==> config.mk <==
export PLATFORM = sky130hd
export DESIGN_NAME = control_sequencer
export DESIGN_NICKNAME = d
export VERILOG_FILES = /design/src/rtl/cpu_pkg.sv /design/src/rtl/step_counter.sv /design/src/rtl/control_sequencer.sv
export SDC_FILE = /design/constraint.sdc
export NUM_CORES = 1
export LEC_CHECK = 0
export CAP_MARGIN = 30
export CORE_MARGIN = 3
export CORE_UTILIZATION = 36
export CTS_CLUSTER_SIZE = 20
export DETAILED_ROUTE_END_ITERATION = 7
export GPL_TIMING_DRIVEN = 0
export HOLD_SLACK_MARGIN = 0.08
export PLACE_DENSITY_LB_ADDON = 0.2
export SETUP_SLACK_MARGIN = 0.1
export SYNTH_ARGS = -nofsm -noshare
export SYNTH_HDL_FRONTEND = slang
export SYNTH_SLANG_ARGS = --single-unit
==> constraint.sdc <==
create_clock -name clk -period 1.6 [get_ports clk]
set_input_delay 0.24 -clock clk [delete_from_list [all_inputs] [get_ports clk]]
set_output_delay 0.24 -clock clk [all_outputs]
set_load 0.02 [all_outputs]
==> src/rtl/cpu_pkg.sv <==
// Shared constants and the control-word layout for the CPU control sequencer.
package cpu_pkg;

  localparam int unsigned STEP_W = 3;
  localparam int unsigned OP_W   = 4;

  localparam logic [STEP_W-1:0] T0 = STEP_W'(0);
  localparam logic [STEP_W-1:0] T1 = STEP_W'(1);
  localparam logic [STEP_W-1:0] T2 = STEP_W'(2);
  localparam logic [STEP_W-1:0] T3 = STEP_W'(3);
  localparam logic [STEP_W-1:0] T4 = STEP_W'(4);

  localparam logic [OP_W-1:0] OP_NOP = OP_W'(0);
  localparam logic [OP_W-1:0] OP_LDA = OP_W'(1);
  localparam logic [OP_W-1:0] OP_ADD = OP_W'(2);
  localparam logic [OP_W-1:0] OP_SUB = OP_W'(3);
  localparam logic [OP_W-1:0] OP_STA = OP_W'(4);
  localparam logic [OP_W-1:0] OP_LDI = OP_W'(5);
  localparam logic [OP_W-1:0] OP_JMP = OP_W'(6);
  localparam logic [OP_W-1:0] OP_JC  = OP_W'(7);
  localparam logic [OP_W-1:0] OP_JZ  = OP_W'(8);
  localparam logic [OP_W-1:0] OP_OUT = OP_W'(14);
  localparam logic [OP_W-1:0] OP_HLT = OP_W'(15);

  // One bit per control line, in the order the top drives its ports.
  typedef struct packed {
    logic hlt;
    logic mi;
    logic ri;
    logic ro;
    logic ii;
    logic io;
    logic ai;
    logic ao;
    logic bi;
    logic oi;
    logic alu_enable;
    logic alu_sub;
    logic fi;
    logic ce;
    logic co;
    logic j;
  } ctrl_t;

endpackage

==> src/rtl/step_counter.sv <==
// Micro-step counter T0..T4 with a hold input used while halted.
module step_counter
  import cpu_pkg::*;
(
  input  logic              clk,
  input  logic              rst,
  input  logic              freeze,
  output logic [STEP_W-1:0] step
);

  // Advance one step per clock, wrapping T4 -> T0; hold when frozen.
  always_ff @(posedge clk) begin
    if (rst) begin
      step <= T0;
    end else if (!freeze) begin
      step <= (step == T4) ? T0 : step + STEP_W'(1);
    end
  end

endmodule

==> src/rtl/control_sequencer.sv <==
// Microcoded control sequencer: step counter plus combinational control decode.
module control_sequencer
  import cpu_pkg::*;
(
  input  logic              clk,
  input  logic              rst,
  input  logic [OP_W-1:0]   opcode,
  input  logic              carry_flag,
  input  logic              zero_flag,
  output logic              hlt,
  output logic              mi,
  output logic              ri,
  output logic              ro,
  output logic              ii,
  output logic              io,
  output logic              ai,
  output logic              ao,
  output logic              bi,
  output logic              oi,
  output logic              alu_enable,
  output logic              alu_sub,
  output logic              fi,
  output logic              ce,
  output logic              co,
  output logic              j,
  output logic [STEP_W-1:0] step
);

  logic [STEP_W-1:0] step_q;
  logic              halted;
  logic              halt_now;
  ctrl_t             ctrl;

  // HLT in T2 freezes the counter on the same edge that sets halted.
  assign halt_now = (step_q == T2) && (opcode == OP_HLT);

  step_counter u_step_counter (
    .clk    (clk),
    .rst    (rst),
    .freeze (halted | halt_now),
    .step   (step_q)
  );

  // Sticky halt flag, cleared only by reset.
  always_ff @(posedge clk) begin
    if (rst) begin
      halted <= 1'b0;
    end else if (halt_now) begin
      halted <= 1'b1;
    end
  end

  // Control-word decode from step, opcode and flags.
  always_comb begin
    ctrl = '0;
    if (rst) begin
      ctrl = '0;
    end else if (halted) begin
      ctrl.hlt = 1'b1;
    end else begin
      case (step_q)
        T0: begin
          ctrl.co = 1'b1;
          ctrl.mi = 1'b1;
        end
        T1: begin
          ctrl.ro = 1'b1;
          ctrl.ii = 1'b1;
          ctrl.ce = 1'b1;
        end
        T2: begin
          case (opcode)
            OP_LDA, OP_ADD, OP_SUB, OP_STA: begin
              ctrl.io = 1'b1;
              ctrl.mi = 1'b1;
            end
            OP_LDI: begin
              ctrl.io = 1'b1;
              ctrl.ai = 1'b1;
            end
            OP_JMP: begin
              ctrl.io = 1'b1;
              ctrl.j  = 1'b1;
            end
            OP_JC: begin
              ctrl.io = carry_flag;
              ctrl.j  = carry_flag;
            end
            OP_JZ: begin
              ctrl.io = zero_flag;
              ctrl.j  = zero_flag;
            end
            OP_OUT: begin
              ctrl.ao = 1'b1;
              ctrl.oi = 1'b1;
            end
            OP_HLT: ctrl.hlt = 1'b1;
            default: ;
          endcase
        end
        T3: begin
          case (opcode)
            OP_LDA: begin
              ctrl.ro = 1'b1;
              ctrl.ai = 1'b1;
            end
            OP_ADD, OP_SUB: begin
              ctrl.ro = 1'b1;
              ctrl.bi = 1'b1;
            end
            OP_STA: begin
              ctrl.ao = 1'b1;
              ctrl.ri = 1'b1;
            end
            default: ;
          endcase
        end
        T4: begin
          if (opcode == OP_ADD || opcode == OP_SUB) begin
            ctrl.alu_enable = 1'b1;
            ctrl.alu_sub    = (opcode == OP_SUB);
            ctrl.ai         = 1'b1;
            ctrl.fi         = 1'b1;
          end
        end
        default: ;
      endcase
    end
  end

  assign {hlt, mi, ri, ro, ii, io, ai, ao, bi, oi,
          alu_enable, alu_sub, fi, ce, co, j} = ctrl;

  assign step = rst ? T0 : step_q;

endmodule
## Yosys cells after proc, flatten, opt, wreduce, memory -nomap -nowiden

Index checks and enable logic that the tools add are counted.

- Register bits: 4
- Input port bits: 8
- Output and inout bits: 19
- Logic and storage cells: 55

- Add/subtract/negate cells: 1
- Eq/ne operators: 14
- Muxes and demuxes: 30
- Bitwise gates (word level): 1
- Reductions and logical operators: 7

Operators with widths:

| cell | number |
|---|---|
| 1-bit 2-to-1 mux | 18 |
| 4-bit by 3-bit == test with 1-bit output (second input constant) | 4 |
| 16-bit 2-to-1 mux | 1 |
| 15-bit 2-to-1 mux | 1 |
| 4-bit == test (second input constant) | 3 |
| 3-bit 2-to-1 mux | 4 |
| 1-bit case mux with 3 select lines | 3 |
| 4-bit by 2-bit == test with 1-bit output (second input constant) | 2 |
| 3-bit by 2-bit == test with 1-bit output (second input constant) | 2 |
| 1-bit case mux with 2 select lines | 3 |
| 6-bit OR reduction | 1 |
| 4-bit by 1-bit == test with 1-bit output (second input constant) | 1 |
| 4-bit OR reduction | 1 |
| 3-bit by 1-bit adder with 3-bit output (second input constant) | 1 |
| 3-bit by 1-bit == test with 1-bit output (second input constant) | 1 |
| 3-bit == test (second input constant) | 1 |
| 3-bit zero test | 1 |
| 3-bit OR reduction | 1 |
| 2-bit OR reduction | 1 |
| 1-bit logical AND | 1 |
| 1-bit logical OR | 1 |
| 1-bit bitwise OR | 1 |

## Logic depth before layout (Yosys ltp)

Gate-level depths: netlist of run 1.

- Depth after elaboration: 6
- Mapped depth: 6
- Depth with buffers taken out: 5

## Cells and area by module

A second synthesis of run 1 with hierarchy kept.

- Cell total of the unflattened synthesis: 72
- Area, all modules: 509.2 sq um

Modules (own cells, without submodules):

| module | times used | cells an instance | area an instance (sq um) | sequential area each (sq um) |
|---|---|---|---|---|
| control_sequencer | 1 | 54 | 357.8 | 20.0 |
| step_counter | 1 | 18 | 151.4 | 60.1 |

## Worst setup path before layout of run 1

Ideal clock, no wire load.

- Path type: register to output
- From: register u_step_counter.step[0]
- To: output ro
- Arrival: 1.597 ns
- Required time: 1.360 ns
- Path slack: -0.237 ns
- Cell stages (with the launch flop): 6
- Buffers on the path: 0
- Cells stage by stage: dfxtp_1 -> ha_1 -> ha_1 -> nand2b_4 -> or3_2 -> a21oi_1

- Longest elaborated chain between the ends: 4
- Elaborated cells on any way between the ends: 5
- Those cells by class: eq/ne (2); mux (3)

Ends and longest elaborated chain:

| element | RTL line | RTL |
|---|---|---|
| from (decl) | step_counter.sv:8 | `output logic [STEP_W-1:0] step` |
| from (signal assigned) | step_counter.sv:16 | `step <= (step == T4) ? T0 : step + STEP_W'(1);` |
| 3-bit by 2-bit == test with 1-bit output / 3-bit by 1-bit == test with 1-bit output (equally long branches) | control_sequencer.sv:61 | `case (step_q)` |
| 1-bit case mux with 2 select lines (*) | control_sequencer.sv:61 |  |
| 15-bit 2-to-1 mux (*) | control_sequencer.sv:58 | `end else if (halted) begin` |
| 16-bit 2-to-1 mux (*) | control_sequencer.sv:56 | `if (rst) begin` |
| to (decl) | control_sequencer.sv:13 | `output logic ro,` |

Mark *: on every way between the ends. The rest lies on a longest branch, timed or not.

## Worst setup path after layout of run 1

- From: register u_step_counter.step[0]
- To: output ai

- Longest elaborated chain between the ends: 4
- Elaborated cells on any way between the ends: 6
- Those cells by class: eq/ne (3); mux (3)

Ends and longest elaborated chain:

| element | RTL line | RTL |
|---|---|---|
| 3-bit == test / 3-bit by 2-bit == test with 1-bit output (equally long branches) | control_sequencer.sv:61 |  |
| 1-bit case mux with 3 select lines (*) | control_sequencer.sv:61 |  |
| 15-bit 2-to-1 mux (*) | control_sequencer.sv:58 |  |
| 16-bit 2-to-1 mux (*) | control_sequencer.sv:56 |  |
| to (decl) | control_sequencer.sv:16 | `output logic ai,` |

Marks and branches as above.

==> impl_metrics.csv, run 1 <==
group,metric,value,unit
pwr,power_density,590,mW/mm²
min_path,hp-class,"in2reg",
grt,grt_start_max_net_pins,11,
setup_path,crit_path_end_kind,"output pin",
pwr,p_leak,0.527,nW
pwr,internal_power,0.000416,W
grt,grt_use_total,0.221,
grt,grt_first_pass_wirelength,3270,µm
die,rows,13,
place,dp_cells,110,
synthesis,syn_nets,84,
setup_path,max_stage_delay,0.45,ns
synthesis,yosys_warnings,0,
die,initial_utilization,0.413,
grt,grt_pass1_vias,708,
pwr,power_frac_seq,0.210,
layout,drive_gt1_frac,0.700,
synthesis,synth-edff-count,0,
sta,finalCritPeriodShare,1.25,
sta,worst_pin_slew,0.414,ns
place,place_congestion,0.760,
die,die_w,46.3,µm
setup_path,startpoint_type,"flip-flop",
cts,clkLatencyLatePin,0.25,ns
detailed_routing,ant_nets,0,
pwr,switching_share,0.401,
grt,grt_antenna_before_repair,0,
cts,htree_levels,1,
pwr,comb_power_share,0.579,
detailed_routing,drt_pass1_iterations,4,
layout,area_growth,102,%
cts,cts.clk_slew.worst_paths,0.04,ns
outcome,outcome,"finished, violations left",
synthesis,synth-seq-cells,4,
die,die_y,46.3,µm
flow_run,drv_cap,0,
layout,nFillCells,86,
synthesis,syn_area_per_cell,8.23,µm²
cts,cts.path.max_buffers,2,
place,place_area,956,µm²
synthesis,synth_ff_type,"dfxtp_1",
die,die_area,0.00214,mm²
cts,numCtsBuffers,3,
setup_path,worstPathArrival,1.76,ns
layout,finalInstanceArea,0.00118,mm²
detailed_routing,vias,709,
sta,holdWs,0.362,ns
synthesis,netlist_area,584,µm²
cts,root_buffer,"clkbuf_4",
cts,cts_tree,"done",
detailed_routing,routedWlPerCell,17.2,µm
setup_path,critPathSlowestCell,"a2111o_1",
synthesis,ys_types,35,
synthesis,synth_seq_area_share,0.137,
die,core,0.00142,mm²
grt,gr-total-overflow,0,
sta,hold_viol,0,
layout,regArea,90.1,µm²
synthesis,synthArstFlopShare,0,
sta,final_max_slew_viol_count,0,
place,pre_cts_ws,-0.976,ns
setup_path,crit_buf_inv,2,
die,ioPinCount,27,
outcome,violations,"setup timing",
sta,setup_violations,15,
layout,stdcell_count,125,
sta,maxSlewHeadroom,0.722,
pwr,vdd_ir_drop_max,0.818,mV
synthesis,syn_inst,71,
setup_path,crit_fanout,4,
sta,rsz0062_at_grt,"true",
setup_path,critPathTopFamily,"compound AO/OA/AOI/OAI gates",
setup_path,crit_chain,"inv_4, ha_4, nand3b_4, a2111o_1, a211oi_4, buf_6",
sta,fin_skew,0.00387,ns
sta,fmax,500,MHz
layout,n_antenna_cell,0,
detailed_routing,drc,0,
setup_path,path_class,"reg2out",
layout,multi_input_area,633,µm²
detailed_routing,totalWireLength,2150,µm
detailed_routing,viasPerCell,5.67,
layout,fin_nets,124,
pwr,p_switching,0.000279,W
place,port_buffers,24,
pwr,total_power,0.000696,W
pwr,clockPowerShare,0.211,
sta,setup_ws,-0.401,ns
detailed_routing,drt_iter0_drc,6,
cts,clock-sinks,4,
sta,period_needed,2.00,ns
place,dp_hpwl,1270,µm
setup_path,crit_required,1.36,ns
## cell usage in the layout, fill, tap and decap left out, types with 3 or more instances in the layout
master | Yosys | routed
nor2_4 | 0 | 4
ha_4 | 0 | 4
dlygate4sd2_1 | 0 | 5
nor2_1 | 11 | 5
buf_6 | 2 | 17
nand2_1 | 5 | 3
mux2_4 | 3 | 3
or3_4 | 1 | 3
buf_4 | 2 | 12
clkbuf_4 | 0 | 3
## Yosys cell counts, types with 2 or more instances
master    count  area share
o21a_1        2       0.026
nand2_1       5       0.032
o21ai_0       2       0.017
a21oi_1       2       0.017
mux2_4        3       0.077
buf_4         2       0.026
nor3_1        4       0.034
and3b_1       2       0.030
a211oi_1      2       0.026
ha_1          5        0.11
buf_6         2       0.039
nor2_1       11       0.071
inv_1         4       0.026
dfxtp_1       4        0.14
## power groups by stage
stage                     logic [W]  registers [W]  clock network [W]
final                      0.000403       0.000146           0.000147
after global routing       0.000430       0.000147           0.000168
after CTS                  0.000361       0.000143           0.000162
after detailed placement   0.000303       0.000140                  0
after global placement     0.000297       0.000139                  0
after floorplan            0.000208       0.000135                  0
## timing repair
action	in CTS	in global routing
endpoints found under the setup margin	22	21
pin swaps	13	4
gates resized for setup	128	10
hold buffers	0	0
hold endpoints to repair	0	0
buffers inserted	9	3
## flip-flops by register name, summed over array words and instances (netlist names)
name,count
halted,1
u_step_counter.step,3
## worst paths after layout
kind	endpoint	startpoint	depth (start not counted)	slack [ns]
min	halted	rst	2	0.36
max reg2reg	u_step_counter.step[2]	u_step_counter.step[0]	7	-0.08
max	ai	u_step_counter.step[0]	6	-0.40
min reg2reg	u_step_counter.step[0]	u_step_counter.step[0]	2	0.74
## worst register-to-register path, stage by stage, from the launching register on
cell      delay [ns]
dfxtp_4         0.37
inv_4           0.09
ha_4            0.16
nand3b_4        0.09
buf_6           0.13
o31a_4          0.30
buf_6           0.14
mux2_4          0.29
## through the flow
stage	utilization	setup TNS [ns]
floorplan	-	-0.152
global placement	0.676	-10.96
detailed placement	0.676	-11.08
CTS	0.813	-3.16
global route	0.833	-3.81
finish	0.833	-2.91
## kinds of logic after synthesis
kind of cell / share of synthesized area
DFF: 0.137
adders and majority gates: 0.107
muxes: 0.0942
buffers and inverters: 0.103
AOI/OAI and AO/OA: 0.193
and+or+nand+nor: 0.366
## area by class of cell
class	instances	area share
sequential	4	0.0764
multi-input combinational	57	0.537
tap	15	0.0159
buffer	5	0.0425
clock buffer	4	0.0223
timing repair buffer	35	0.286
inverter	5	0.0202
## per-layer routing
layer  wire length [µm]  track usage
met1                849        0.244
met2               1140        0.390
met3                134       0.0547
met4                 28        0.102
met5                  0            0
Note: power is estimated with default switching activity, not from simulation.
==> run 2, diff against run 1 <==
--- a/config.mk
+++ b/config.mk
@@ -6,7 +6,6 @@
 export NUM_CORES = 1
 export LEC_CHECK = 0
 export CAP_MARGIN = 30
-export CORE_MARGIN = 3
 export CORE_UTILIZATION = 36
 export CTS_CLUSTER_SIZE = 20
 export DETAILED_ROUTE_END_ITERATION = 7
==> impl_metrics.csv, run 2 (synthesis gave the netlist of run 1 again) <==
group,metric,value,unit
outcome,outcome,"finished, violations left",
outcome,violations,"setup timing",
setup_path,path_class,"reg2out",
setup_path,crit_path_end_kind,"output pin",
die,rows,14,
place,dp_hpwl,1130,µm
sta,worst_pin_slew,0.532,ns
layout,area_growth,98.3,%
sta,fin_tns_setup,-2.09,ns
setup_path,crit_chain,"ha_4, ha_4, nand2b_4, a2111o_1, a211oi_4, buf_6",
setup_path,critPathSlowestCell,"a2111o_1",
place,dp_cells,111,
sta,period_needed,1.99,ns
detailed_routing,drt_iter0_drc,10,
place,place_congestion,0.790,
pwr,vdd_ir_drop_max,0.554,mV
cts,root_buffer,"clkbuf_4",
sta,setup_violations,13,
cts,hold_buffers,0,
cts,cts.clk_slew.worst_paths,0.04,ns
cts,cts_tree,"done",
flow_run,drv_cap,0,
detailed_routing,drt_pass1_iterations,4,
grt,grt_first_pass_wirelength,2770,µm
layout,fin_nets,124,
die,ioPinCount,27,
grt,grt_pass1_vias,578,
setup_path,crit_buf_inv,1,
layout,drive_gt1_frac,0.673,
setup_path,max_stage_delay,0.40,ns
sta,final_max_slew_viol_count,0,
cts,clkLatencyLatePin,0.24,ns
pwr,p_leak,0.520,nW
layout,layout_common_cells,"buf_6 (17), buf_4 (13), nor2_1 (6)",
layout,largest_reg_flops,3,
layout,n_antenna_cell,0,
sta,finalCritPeriodShare,1.25,
layout,nFillCells,109,
place,port_buffers,24,
die,core,0.00151,mm²
setup_path,crit_fanout,4,
detailed_routing,totalWireLength,1860,µm
setup_path,cp_common_cell,"ha_4",
grt,grt_antenna_before_repair,0,
detailed_routing,vias,674,
sta,fin_skew,0.00836,ns
die,die_area,0.00179,mm²
pwr,total_power,0.000682,W
layout,final_common_cell,"buf_6",
detailed_routing,routedWlPerCell,14.8,µm
die,die_y,42.3,µm
setup_path,startpoint_type,"flip-flop",
die,die_w,42.3,µm
sta,hold_viol,0,
min_path,hp-class,"in2reg",
detailed_routing,drc,0,
pwr,power_density,589,mW/mm²
layout,stdcell_count,126,
setup_path,crit_required,1.36,ns
sta,setup_ws,-0.394,ns
setup_path,worstPathArrival,1.75,ns
detailed_routing,ant_nets,0,
sta,fmax,502,MHz
layout,top_regs,"u_step_counter.step x3, halted x1",
cts,cts.path.max_buffers,2,
cts,numCtsBuffers,3,
grt,grt_use_total,0.204,
cts,htree_levels,1,
sta,maxSlewHeadroom,0.646,
cts,clock-sinks,4,
layout,top_register,"u_step_counter.step",
grt,grt_start_max_net_pins,11,
sta,holdWs,0.440,ns
detailed_routing,viasPerCell,5.35,
sta,rsz0062_at_grt,"true",
die,initial_utilization,0.388,
grt,gr-total-overflow,0,
setup_path,critPathTopFamily,"compound AO/OA/AOI/OAI gates",
run 2: area by class of cell:
class	instances	area (µm²)	area share
repair buffers	35	329	0.284
well taps	16	20.0	0.0173
inverters	5	26.3	0.0227
flip-flops and latches	4	92.6	0.0799
multi-input cells	57	614	0.530
plain buffers	5	50.0	0.0432
clock buffers	4	26.3	0.0227
run 2: path summary, 6_finish.rpt:
kind	start	end	slack, ns	cells past startpoint
min	rst	halted	0.44	2
min reg2reg	halted	halted	0.74	4
max reg2reg	u_step_counter.step[0]	u_step_counter.step[2]	0.08	6
max	u_step_counter.step[1]	ai	-0.39	6
run 2: metrics by stage:
stage                util  cell area, µm²  worst slack (ns)
global placement    0.635             957            -0.953
floorplan               -             697           -0.0540
finish              0.769            1160            -0.394
global route        0.769            1160            -0.437
detailed placement  0.635             957            -0.965
CTS                 0.702            1060            -0.400
run 2: per-layer routing:
metal	routed length, µm	track usage	up-vias
li1	-	-	329
met4	0	0.0625	0
met2	923	0.332	24
met5	0	0	-
met3	89	0.0474	0
met1	851	0.265	321
run 2: timing repair:
action,in CTS,in global routing
buffers inserted,5,6
pin swaps,8,7
setup endpoints to repair,22,20
resized for setup,111,23
run 2: power by group:
part	switching [W]	leakage, nW	total [W]	internal, W
Sequential	0.0000261	0.0353	0.000141	0.000115
Clock	0.0000466	0.0150	0.000141	0.0000939
Combinational	0.000190	0.470	0.000401	0.000211
Total	0.000263	0.520	0.000682	0.000419
run 2: worst reg2reg max path: cells and delay by family, from the launching register on:
| family | cells | cell delay [ns] |
|---|---|---|
| multiplexers | 1 | 0.28 |
| adder cells (fa/ha/maj) | 1 | 0.16 |
| AO/OA/AOI/OAI | 1 | 0.30 |
| AND/OR/NAND/NOR | 1 | 0.09 |
| buffers and inverters | 2 | 0.21 |
| flip-flops | 1 | 0.36 |
==> run 3, diff against run 2 <==
--- a/config.mk
+++ b/config.mk
@@ -6,11 +6,13 @@
 export NUM_CORES = 1
 export LEC_CHECK = 0
 export CAP_MARGIN = 30
+export CORE_MARGIN = 2
 export CORE_UTILIZATION = 36
 export CTS_CLUSTER_SIZE = 20
 export DETAILED_ROUTE_END_ITERATION = 7
 export GPL_TIMING_DRIVEN = 0
 export HOLD_SLACK_MARGIN = 0.08
+export MAX_ROUTING_LAYER = met4
 export PLACE_DENSITY_LB_ADDON = 0.2
 export SETUP_SLACK_MARGIN = 0.1
 export SYNTH_ARGS = -nofsm -noshare
==> impl_metrics.csv, run 3 (synthesis gave the netlist of run 1 again) <==
group,metric,value,unit
sta,maxSlewHeadroom,0.644,
die,initial_utilization,0.388,
layout,n_antenna_cell,0,
sta,fmax,502,MHz
sta,fin_tns_setup,-2.00,ns
pwr,power_frac_seq,0.221,
setup_path,startpoint_type,"flip-flop",
setup_path,worstPathArrival,1.75,ns
sta,holdWs,0.453,ns
layout,multi_input_area,621,µm²
outcome,violations,"setup timing",
layout,area_growth,92.1,%
setup_path,path_class,"reg2out",
setup_path,crit_start,"u_step_counter.step[0]",
sta,final_max_slew_viol_count,0,
cts,cts.path.max_buffers,2,
setup_path,cp_common_cell,"ha_4",
cts,cts_tree,"done",
flow_run,drv_cap,0,
setup_path,crit_chain,"ha_4, ha_4, nand2b_4, a2111o_1, a211oi_4, buf_6",
grt,grt_pass1_vias,586,
min_path,hp-class,"in2reg",
die,die_y,44.3,µm
grt,grt_antenna_before_repair,0,
setup_path,max_stage_delay,0.41,ns
min_path,hold_depth,2,
pwr,switching_share,0.382,
detailed_routing,drc,0,
layout,layout_common_cells,"buf_6 (13), buf_4 (12), nor2_1 (6)",
detailed_routing,viasPerCell,5.47,
layout,drive_gt1_frac,0.660,
setup_path,crit_required,1.36,ns
pwr,total_power,0.000626,W
outcome,outcome,"finished, violations left",
die,rows,14,
setup_path,critPathSlowestCell,"a2111o_1",
grt,grt_start_max_net_pins,11,
pwr,internal_power,0.000387,W
place,port_buffers,24,
layout,top_register,"u_step_counter.step",
die,die_w,44.3,µm
die,die_area,0.00196,mm²
place,dp_cells,111,
die,ioPinCount,27,
setup_path,crit_fanout,4,
pwr,vdd_ir_drop_max,0.567,mV
layout,nFillCells,109,
setup_path,reg2reg_slack,0.06,ns
layout,regArea,92.6,µm²
detailed_routing,routedWlPerCell,13.7,µm
setup_path,crit_path_end_kind,"output pin",
sta,worst_pin_slew,0.534,ns
detailed_routing,totalWireLength,1670,µm
sta,finalCritPeriodShare,1.25,
detailed_routing,drt_iter0_drc,5,
pwr,p_switching,0.000239,W
cts,numCtsBuffers,3,
sta,fin_skew,0.00357,ns
cts,clock-sinks,4,
sta,hold_viol,0,
sta,rsz0062_at_grt,"true",
place,place_congestion,0.783,
layout,stdcell_count,122,
grt,gr-total-overflow,0,
layout,largest_reg_flops,3,
min_path,hold_end,"halted",
setup_path,rr_worst_depth,6,
grt,grt_first_pass_wirelength,2440,µm
cts,clkLatencyLatePin,0.24,ns
pwr,p_leak,0.512,nW
min_path,worstHoldStart,"rst",
cts,root_buffer,"clkbuf_4",
die,core,0.00151,mm²
pwr,comb_power_share,0.558,
sta,setup_violations,11,
pwr,clockPowerShare,0.220,
sta,setup_ws,-0.392,ns
grt,grt_use_total,0.175,
detailed_routing,vias,667,
detailed_routing,ant_nets,0,
detailed_routing,drt_pass1_iterations,4,
pwr,power_density,558,mW/mm²
place,dp_hpwl,1120,µm
layout,fin_nets,120,
setup_path,r2r-end,"u_step_counter.step[2]",
layout,top_regs,"u_step_counter.step x3, halted x1",
setup_path,r2r-start,"u_step_counter.step[0]",
cts,htree_levels,1,
layout,final_common_cell,"buf_6",
sta,period_needed,1.99,ns
place,pre_cts_ws,-0.946,ns
cts,hold_buffers,0,
cts,cts.clk_slew.worst_paths,0.04,ns
-- run 3: power groups by stage --
stage	clock network [W]	registers, W	logic, W
CTS	0.000144	0.000137	0.000319
global route	0.000152	0.000142	0.000376
detailed placement	0	0.000138	0.000301
global placement	0	0.000137	0.000299
floorplan	0	0.000135	0.000208
finish	0.000138	0.000139	0.000350
-- run 3: worst max path at each step --
stage,end,slack [ns],cells after the start
finish,ai,-0.39,6
global route,ai,-0.46,6
CTS,ai,-0.39,6
detailed placement,ai,-0.95,5
global placement,ai,-0.95,5
floorplan,ai,-0.05,5
-- run 3: critical path: cells and delay by family (launching register included) --
family / cells / cell delay [ns]
AO/OA/AOI/OAI: 2 / 0.63
flip-flops: 1 / 0.38
adder cells (fa/ha/maj): 2 / 0.29
buffers and inverters: 1 / 0.14
AND/OR/NAND/NOR: 1 / 0.07
-- run 3: stage by stage --
stage | instance area [µm²] | utilization
floorplan | 697 | -
global placement | 957 | 0.635
detailed placement | 957 | 0.635
CTS | 1050 | 0.695
global route | 1120 | 0.745
finish | 1120 | 0.745
-- run 3: routing by layer --
layer / wire length (µm) / vias to the layer above / track usage
li1: - / 326 / -
met1: 741 / 311 / 0.213
met2: 804 / 24 / 0.265
met3: 90 / 6 / 0.0408
met4: 30 / 0 / 0.0970
met5: 0 / - / -
-- run 3: cell type report --
| cell class | instances | area share |
|---|---|---|
| multi-input combinational | 57 | 0.553 |
| timing repair buffer | 31 | 0.262 |
| sequential | 4 | 0.0825 |
| buffer | 5 | 0.0401 |
| clock buffer | 4 | 0.0234 |
| inverter | 5 | 0.0212 |
| tap | 16 | 0.0178 |
-- run 3: timing repair --
| item | 4_1_cts | 5_1_grt |
|---|---|---|
| pin swaps | 8 | 3 |
| resized for setup | 105 | 23 |
| buffers inserted | 4 | 4 |
| setup endpoints to repair | 22 | 20 |
